[src/rtl/simple_fpga_cvs_pkg.sv]
// Shared constants and types for the board-level input conditioning logic.
package simple_fpga_cvs_pkg;

  localparam int IO_WIDTH         = 5;
  localparam int CLK_OUT_HZ       = 10_000_000;
  localparam int DEBOUNCE_DEFAULT = 100;

  typedef enum logic {
    DB_STABLE,
    DB_CHANGING
  } db_state_t;

endpackage

[src/rtl/debounce_bit.sv]
// One input bit: synchroniser, persistence counter, edge pulses and a sticky
// event flag with a clear mask.
module debounce_bit
  import simple_fpga_cvs_pkg::*;
#(
  parameter int SYNC_STAGES     = 2,
  parameter int DEBOUNCE_CYCLES = DEBOUNCE_DEFAULT,
  parameter int CNT_W           = $clog2(DEBOUNCE_CYCLES + 1)
) (
  input  logic clk,
  input  logic rst,
  input  logic in_async,
  input  logic event_clr,
  output logic level_out,
  output logic rise_pulse,
  output logic fall_pulse,
  output logic event_sticky
);

  logic [SYNC_STAGES-1:0] r_sync;
  db_state_t              r_state;
  logic [CNT_W-1:0]       r_cnt;
  logic                   r_level;
  logic                   r_rise;
  logic                   r_fall;
  logic                   r_sticky;

  db_state_t              w_state_nxt;
  logic [CNT_W-1:0]       w_cnt_nxt;
  logic                   w_accept;
  logic                   w_sync;
  logic                   w_rise_nxt;
  logic                   w_fall_nxt;
  logic                   w_sticky_nxt;

  assign w_sync = r_sync[SYNC_STAGES-1];

  always_comb begin
    w_state_nxt = r_state;
    w_cnt_nxt   = r_cnt;
    w_accept    = 1'b0;
    case (r_state)
      DB_STABLE: begin
        if (w_sync != r_level) begin
          if (DEBOUNCE_CYCLES == 1) begin
            w_accept = 1'b1;
          end else begin
            w_cnt_nxt   = CNT_W'(1);
            w_state_nxt = DB_CHANGING;
          end
        end
      end
      DB_CHANGING: begin
        if (w_sync == r_level) begin
          // Glitch ended before persisting long enough: discard it silently.
          w_cnt_nxt   = '0;
          w_state_nxt = DB_STABLE;
        end else if (r_cnt == CNT_W'(DEBOUNCE_CYCLES - 1)) begin
          w_accept = 1'b1;
        end else begin
          w_cnt_nxt = r_cnt + CNT_W'(1);
        end
      end
      default: begin
        w_cnt_nxt   = '0;
        w_state_nxt = DB_STABLE;
      end
    endcase
    if (w_accept) begin
      w_cnt_nxt   = '0;
      w_state_nxt = DB_STABLE;
    end
  end

  assign w_rise_nxt   = w_accept & w_sync;
  assign w_fall_nxt   = w_accept & ~w_sync;
  // A new edge wins over a simultaneous clear so no event is dropped.
  assign w_sticky_nxt = (r_sticky & ~event_clr) | w_rise_nxt | w_fall_nxt;

  always_ff @(posedge clk) begin
    if (rst) begin
      r_sync   <= '0;
      r_state  <= DB_STABLE;
      r_cnt    <= '0;
      r_level  <= 1'b0;
      r_rise   <= 1'b0;
      r_fall   <= 1'b0;
      r_sticky <= 1'b0;
    end else begin
      r_sync   <= {r_sync[SYNC_STAGES-2:0], in_async};
      r_state  <= w_state_nxt;
      r_cnt    <= w_cnt_nxt;
      r_level  <= w_accept ? w_sync : r_level;
      r_rise   <= w_rise_nxt;
      r_fall   <= w_fall_nxt;
      r_sticky <= w_sticky_nxt;
    end
  end

  assign level_out    = r_level;
  assign rise_pulse   = r_rise;
  assign fall_pulse   = r_fall;
  assign event_sticky = r_sticky;

endmodule

[src/rtl/gpio_debounce.sv]
// Conditions the asynchronous board inputs: each bit gets its own
// synchroniser and debounce filter; bits are fully independent.
module gpio_debounce
  import simple_fpga_cvs_pkg::*;
#(
  parameter int WIDTH           = IO_WIDTH,
  parameter int SYNC_STAGES     = 2,
  parameter int DEBOUNCE_CYCLES = DEBOUNCE_DEFAULT,
  parameter int CNT_W           = $clog2(DEBOUNCE_CYCLES + 1)
) (
  input  logic             clk,
  input  logic             rst,
  input  logic [WIDTH-1:0] in_async,
  output logic [WIDTH-1:0] level_out,
  output logic [WIDTH-1:0] rise_pulse,
  output logic [WIDTH-1:0] fall_pulse,
  output logic [WIDTH-1:0] event_sticky,
  input  logic [WIDTH-1:0] event_clr
);

  for (genvar b = 0; b < WIDTH; b++) begin : g_bit
    debounce_bit #(
      .SYNC_STAGES    (SYNC_STAGES),
      .DEBOUNCE_CYCLES(DEBOUNCE_CYCLES),
      .CNT_W          (CNT_W)
    ) u_bit (
      .clk         (clk),
      .rst         (rst),
      .in_async    (in_async[b]),
      .event_clr   (event_clr[b]),
      .level_out   (level_out[b]),
      .rise_pulse  (rise_pulse[b]),
      .fall_pulse  (fall_pulse[b]),
      .event_sticky(event_sticky[b])
    );
  end

endmodule

[config.mk]
export PLATFORM = sky130hd
export DESIGN_NAME = gpio_debounce
export DESIGN_NICKNAME = d
export VERILOG_FILES = /design/src/rtl/simple_fpga_cvs_pkg.sv /design/src/rtl/debounce_bit.sv /design/src/rtl/gpio_debounce.sv
export SDC_FILE = /design/constraint.sdc
export NUM_CORES = 1
export LEC_CHECK = 0
export CORE_ASPECT_RATIO = 0.8
export CORE_MARGIN = 2
export CORE_UTILIZATION = 55
export CTS_BUF_LIST = sky130_fd_sc_hd__clkbuf_4 sky130_fd_sc_hd__clkbuf_8
export DETAILED_ROUTE_END_ITERATION = 8
export PLACE_DENSITY = 0.79
export SETUP_SLACK_MARGIN = 0.1
export SLEW_MARGIN = 20
export SYNTH_ARGS = -nofsm -noshare
export SYNTH_HDL_FRONTEND = slang
export SYNTH_SLANG_ARGS = --single-unit
[constraint.sdc]
create_clock -name clk -period 4.3 [get_ports clk]
set_clock_uncertainty 0.05 [all_clocks]
set_input_delay 1.29 -clock clk [delete_from_list [all_inputs] [get_ports clk]]
set_output_delay 1.29 -clock clk [all_outputs]
set_load 0.02 [all_outputs]
# Word-level counts from Yosys, hierarchy flattened
# Index checks and enable logic that the tools add are counted.
[op_classes] add_sub_neg=5 n_eq_ne=25 bitwise_logic=40 n_reduce_logical=10 muxes=50
[op_table] cell="$mux 7" n=15
[op_table] cell="$pmux 7 s2" n=5
[op_table] cell="$add 7x1->7 const B" n=5
[op_table] cell="$eq 7x7->1 const B" n=5
[op_table] cell="$mux 1" n=25
[op_table] cell="$and 1x1->1" n=15
[op_table] cell="$ne 3x3->1 const B" n=5
[op_table] cell="$not 1->1" n=15
[op_table] cell="$ne 2x1->1 const B" n=5
[op_table] cell="$or 1x1->1" n=10
[op_table] cell="$pmux 1 s2" n=5
[op_table] cell="$reduce_and 2->1" n=5
[op_table] cell="$reduce_or 2->1" n=5
[op_table] cell="$eq 1x1->1" n=5
[op_table] cell="$ne 1x1->1" n=5
[word_totals] output_inout_bits=20 register_bits=70 in_bits=12 elab_cells=165

# Logic depth before layout (Yosys ltp)
[depth] depth_word=7 mapped_depth=5

# By module
# From an unflattened synthesis, not the netlist that was laid out.
[hier_totals] cells_unflattened=325 hier_area_um2=3009.1
[modules_own_cells] mod="debounce_bit" instances=5 area_each_um2=601.8 cells_each=65

# Worst setup path before layout
# No wires, ideal clock.
[synth_timing] path_kind="input -> register" from="input rst" to="register g_bit[0].u_bit.r_cnt[4]" arrival_time_ns=1.977 cell_stages=3 required_ns=4.176 slack_ns=2.199 path_cell_list="clkbuf_1 > or4_1 > o21ai_0"
[synth_between] elab_chain_cells=1
[synth_lines] item="start, declared" line_no="gpio_debounce.sv:12" source="input logic rst,"
[synth_lines] item="$reduce_or 2->1 (no source line)"
[synth_lines] item="end signal, assigned" line_no="debounce_bit.sv:92" source="r_cnt <= w_cnt_nxt;"
[synth_lines] item="end, declared" line_no="debounce_bit.sv:22" source="logic [CNT_W-1:0] r_cnt;"
# Every way passes these cells.
# A chain may end at the register's enable or synchronous reset.

# Final worst setup path
[layout_timing] from="register g_bit[1].u_bit.r_level" to="output level_out[1]"
[layout_rtl] item="start, declared" line_no="debounce_bit.sv:23" source="logic r_level;"
[layout_rtl] item="start signal, assigned" line_no="debounce_bit.sv:93" source="r_level <= w_accept ? w_sync : r_level;"
[layout_rtl] item="end, declared" line_no="gpio_debounce.sv:14" source="output logic [WIDTH-1:0] level_out,"
# No word-level cell between the ends.

==> flow_summary.json <==
{
  "r2r_cells": 5,
  "ctsResizeCount": 0,
  "drt_wl_total_mm": 5.93,
  "grt_pass1_vias": 2481,
  "max_stage_delay_ns": 0.65,
  "min_period_ns": 2.79,
  "nets": 393,
  "cp_num_buf_inv": 1,
  "tns_ns": 0,
  "grt_max_degree": 63,
  "postLayoutCoreUtil_pct": 66.0,
  "timing.fmax_mhz": 359,
  "wl_per_cell_um": 12.9,
  "hold_violations": 0,
  "synthesis.area_um2": 3170,
  "cts_hold_buf": 0,
  "setup_viol": 0,
  "initial_core_util_pct": 57.7,
  "hold_path_depth": 1,
  "drtIter0Drc": 143,
  "ir_drop_mv": 0.231,
  "worst_slew_pin_slew_ns": 1.02,
  "crit-reg2reg-launch": "g_bit[0].u_bit.r_cnt[0]$_SDFFE_PP0P_",
  "pwr-share-clk_pct": 45.4,
  "yosys.area.top_type": "dfxtp_1",
  "fillers": 452,
  "drc": 0,
  "power.leakage_nw": 1.22,
  "rows": 24,
  "status": "completed",
  "cell_internal_pwr_mw": 1.02,
  "r2r_end": "g_bit[0].u_bit.r_cnt[6]$_SDFFE_PP0P_",
  "cts_tree": "yes",
  "post_cts_buffers": 0,
  "synth_seq_cells": 70,
  "die_h_um": 71.9,
  "hold_path.class": "flip-flop to flip-flop",
  "seq_power_share_pct": 51.1,
  "antenna_found_initial": 0,
  "numCtsBuffers": 9,
  "pwr_density_cell_nw_per_um2": 358,
  "dieArea_um2": 6400,
  "rrSetupSlack_ns": 2.64,
  "place.gp.congestion": 0.843,
  "power.total_mw": 1.30,
  "switching_share_pct": 21.8,
  "clk_latency_ns": 0.34,
  "cp_max_fo": 6,
  "async_flop_share_pct": 0,
  "synth_fp_nets": 378,
  "critical-path-top-delay-family": "buffers and inverters",
  "slew_violations": 0,
  "track_usage_pct": 21.2,
  "switchingPower_uw": 282,
  "synth_area_leaders": "dfxtp_1 44%, buf_4 4.7%, nand3_1 4.4%, nor2b_1 3.9%, nor2_1 3.9%",
  "crit_end": "level_out[1]",
  "end_kind": "output port",
  "p_comb_share_pct": 3.5,
  "final_antenna_net_count": 0,
  "drive_gt1_share_pct": 9.45,
  "io_buffer_count": 31,
  "synthCells": 361,
  "htreeDepth": 3,
  "fp.dieW_um": 88.9,
  "synth_ff_type": "dfxtp_1",
  "io_pins": 32,
  "synth_commonest_cells": "70 x dfxtp_1, 33 x nor2_1, 28 x nand3_1",
  "slew_headroom_pct": 32.3,
  "final-seq-area_um2": 1400,
  "antenna_cells": 0,
  "dr_total_vias": 2543,
  "area_delta_synth_final_pct": 14.3,
  "cp_num_cells": 1,
  "grt_pass1_wl_mm": 10.8,
  "critPathRequiredTime_ns": 2.96,
  "yosysTopAreaCellShare_pct": 44.2,
  "synth.most_common_cell": "dfxtp_1",
  "max-clock-path-buffers": 2,
  "ys_seq_area_share_pct": 44.2,
  "crit_arrival_ns": 1.45,
  "vias_per_cell": 5.54,
  "cts_sinks": 70,
  "worstPathCellList": "clkdlybuf4s50_1",
  "ys_types": 29,
  "root_buffer": "clkbuf_8",
  "maxCapViolCount": 0,
  "cpMaxStageDelayCell": "clkdlybuf4s50_1",
  "multi_input_area_um2": 1570,
  "dp_hpwl_mm": 3.98,
  "fin_crit_sh_pct": 64.8,
  "synth_warnings": 0,
  "syn_avg_cell_area_um2": 8.79,
  "path_clk_slew_ns": 0.07,
  "hold_ws_ns": 0.394,
  "worstSetupPathType": "flip-flop to output port",
  "crit_start": "g_bit[1].u_bit.level_out$_SDFFE_PP0P_",
  "synth_edf_count": 0,
  "grt_overflow": 0,
  "start_kind": "flip-flop",
  "core-area_um2": 5500,
  "dr.pass1.iters": 5,
  "rsz0062_at_grt": "false"
}
## how the worst min path moves through the flow
stage                     slack (ns)                                start                             endpoint
after CTS                       0.40  g_bit[3].u_bit.r_sync[0]$_SDFF_PP0_  g_bit[3].u_bit.r_sync[1]$_SDFF_PP0_
after detailed placement        0.38  g_bit[4].u_bit.r_sync[0]$_SDFF_PP0_  g_bit[4].u_bit.r_sync[1]$_SDFF_PP0_
after global placement          0.37  g_bit[1].u_bit.r_sync[0]$_SDFF_PP0_  g_bit[1].u_bit.r_sync[1]$_SDFF_PP0_
after floorplan                 0.36  g_bit[0].u_bit.r_sync[0]$_SDFF_PP0_  g_bit[0].u_bit.r_sync[1]$_SDFF_PP0_
final                           0.39  g_bit[3].u_bit.r_sync[0]$_SDFF_PP0_  g_bit[3].u_bit.r_sync[1]$_SDFF_PP0_
after global routing            0.41  g_bit[3].u_bit.r_sync[0]$_SDFF_PP0_  g_bit[3].u_bit.r_sync[1]$_SDFF_PP0_
## final cells by class
cell class                      instances  area share, %
Timing Repair Buffer                   32           8.63
Inverter                                5          0.518
Tap cell                               78           2.69
Clock buffer                           11           3.83
Clock inverter                          5           2.31
Sequential cell                        70           38.6
Multi-Input combinational cell        258           43.4
## cell families (layout without fill, tap and decap cells)
kind of cell / after synthesis / after routing / synth area share, %
xor gates and xnor gates: 10 / 10 / 2.76
muxes: 5 / 5 / 1.58
AOI/OAI and AO/OA: 58 / 58 / 11.8
DFF: 70 / 70 / 44.2
adders and majority gates: 5 / 5 / 1.97
buffers and inverters: 33 / 53 / 6.27
and+or+nand+nor: 180 / 180 / 31.5
## power by group through the flow
| stage | sequential, mW | combinational (mW) | clock, mW |
|---|---|---|---|
| after global placement | 0.678 | 0.0442 | 0 |
| after floorplan | 0.677 | 0.0295 | 0 |
| after CTS | 0.664 | 0.0458 | 0.603 |
| after detailed placement | 0.679 | 0.0455 | 0 |
| final | 0.664 | 0.0457 | 0.589 |
| after global routing | 0.665 | 0.0515 | 0.625 |
## registers in the layout (all words and copies together) (netlist names)
register,count
g_bit.u_bit.r_cnt,35
g_bit.u_bit.r_sync,10
g_bit.u_bit.event_sticky,5
g_bit.u_bit.fall_pulse,5
g_bit.u_bit.level_out,5
g_bit.u_bit.r_state,5
g_bit.u_bit.rise_pulse,5
## cell usage in the layout (no fill, tap or decap)
| cell | n |
|---|---|
| nand2_1 | 26 |
| dfxtp_1 | 70 |
| clkbuf_4 | 2 |
| and4bb_2 | 5 |
| nand3b_1 | 2 |
| nor3_1 | 14 |
| nand3_1 | 28 |
| a31oi_1 | 10 |
| nor4b_1 | 10 |
| bufinv_16 | 2 |
| xnor2_1 | 5 |
| o21a_1 | 5 |
| clkinvlp_4 | 2 |
| or3_1 | 10 |
| nor2_1 | 33 |
| clkbuf_8 | 9 |
| xor2_1 | 5 |
| buf_2 | 1 |
| inv_1 | 5 |
| a21oi_1 | 20 |
| clkinv_4 | 1 |
| a211oi_2 | 5 |
| and3_1 | 2 |
| ha_1 | 5 |
| or4_1 | 5 |
| mux2i_1 | 5 |
| and2_1 | 5 |
| or2_2 | 8 |
| o21ai_0 | 10 |
| clkdlybuf4s50_1 | 30 |
| nor3b_1 | 7 |
| buf_4 | 1 |
| nand2b_1 | 5 |
| nor2b_1 | 20 |
| a22oi_1 | 8 |
## metal layers
metal | GRT usage [%] | part of all wire, % | vias to the layer above
li1 | - | - | 1290
met1 | 27.8 | 49 | 1197
met2 | 32.7 | 45 | 49
met3 | 7.51 | 4.9 | 7
met4 | 7.58 | 0.89 | 0
met5 | 0 | 0 | -
## worst reg2reg max path, stage by stage, from the launching register on
cell	delay, ns
dfxtp_1	0.40
ha_1	0.21
nand3_1	0.12
or2_2	0.32
or3_1	0.31
a31oi_1	0.16
## metrics by stage
stage / setup WS (ns) / cells / area, um2
2_1_floorplan: 2.20 / 361 / 3170
3_3_place_gp: 1.65 / 443 / 3400
3_5_place_dp: 1.63 / 443 / 3400
4_1_cts: 1.49 / 459 / 3630
5_1_grt: 1.43 / 459 / 3630
6_report: 1.51 / 459 / 3630
No activity file was read; power rests on OpenSTA's default activity.
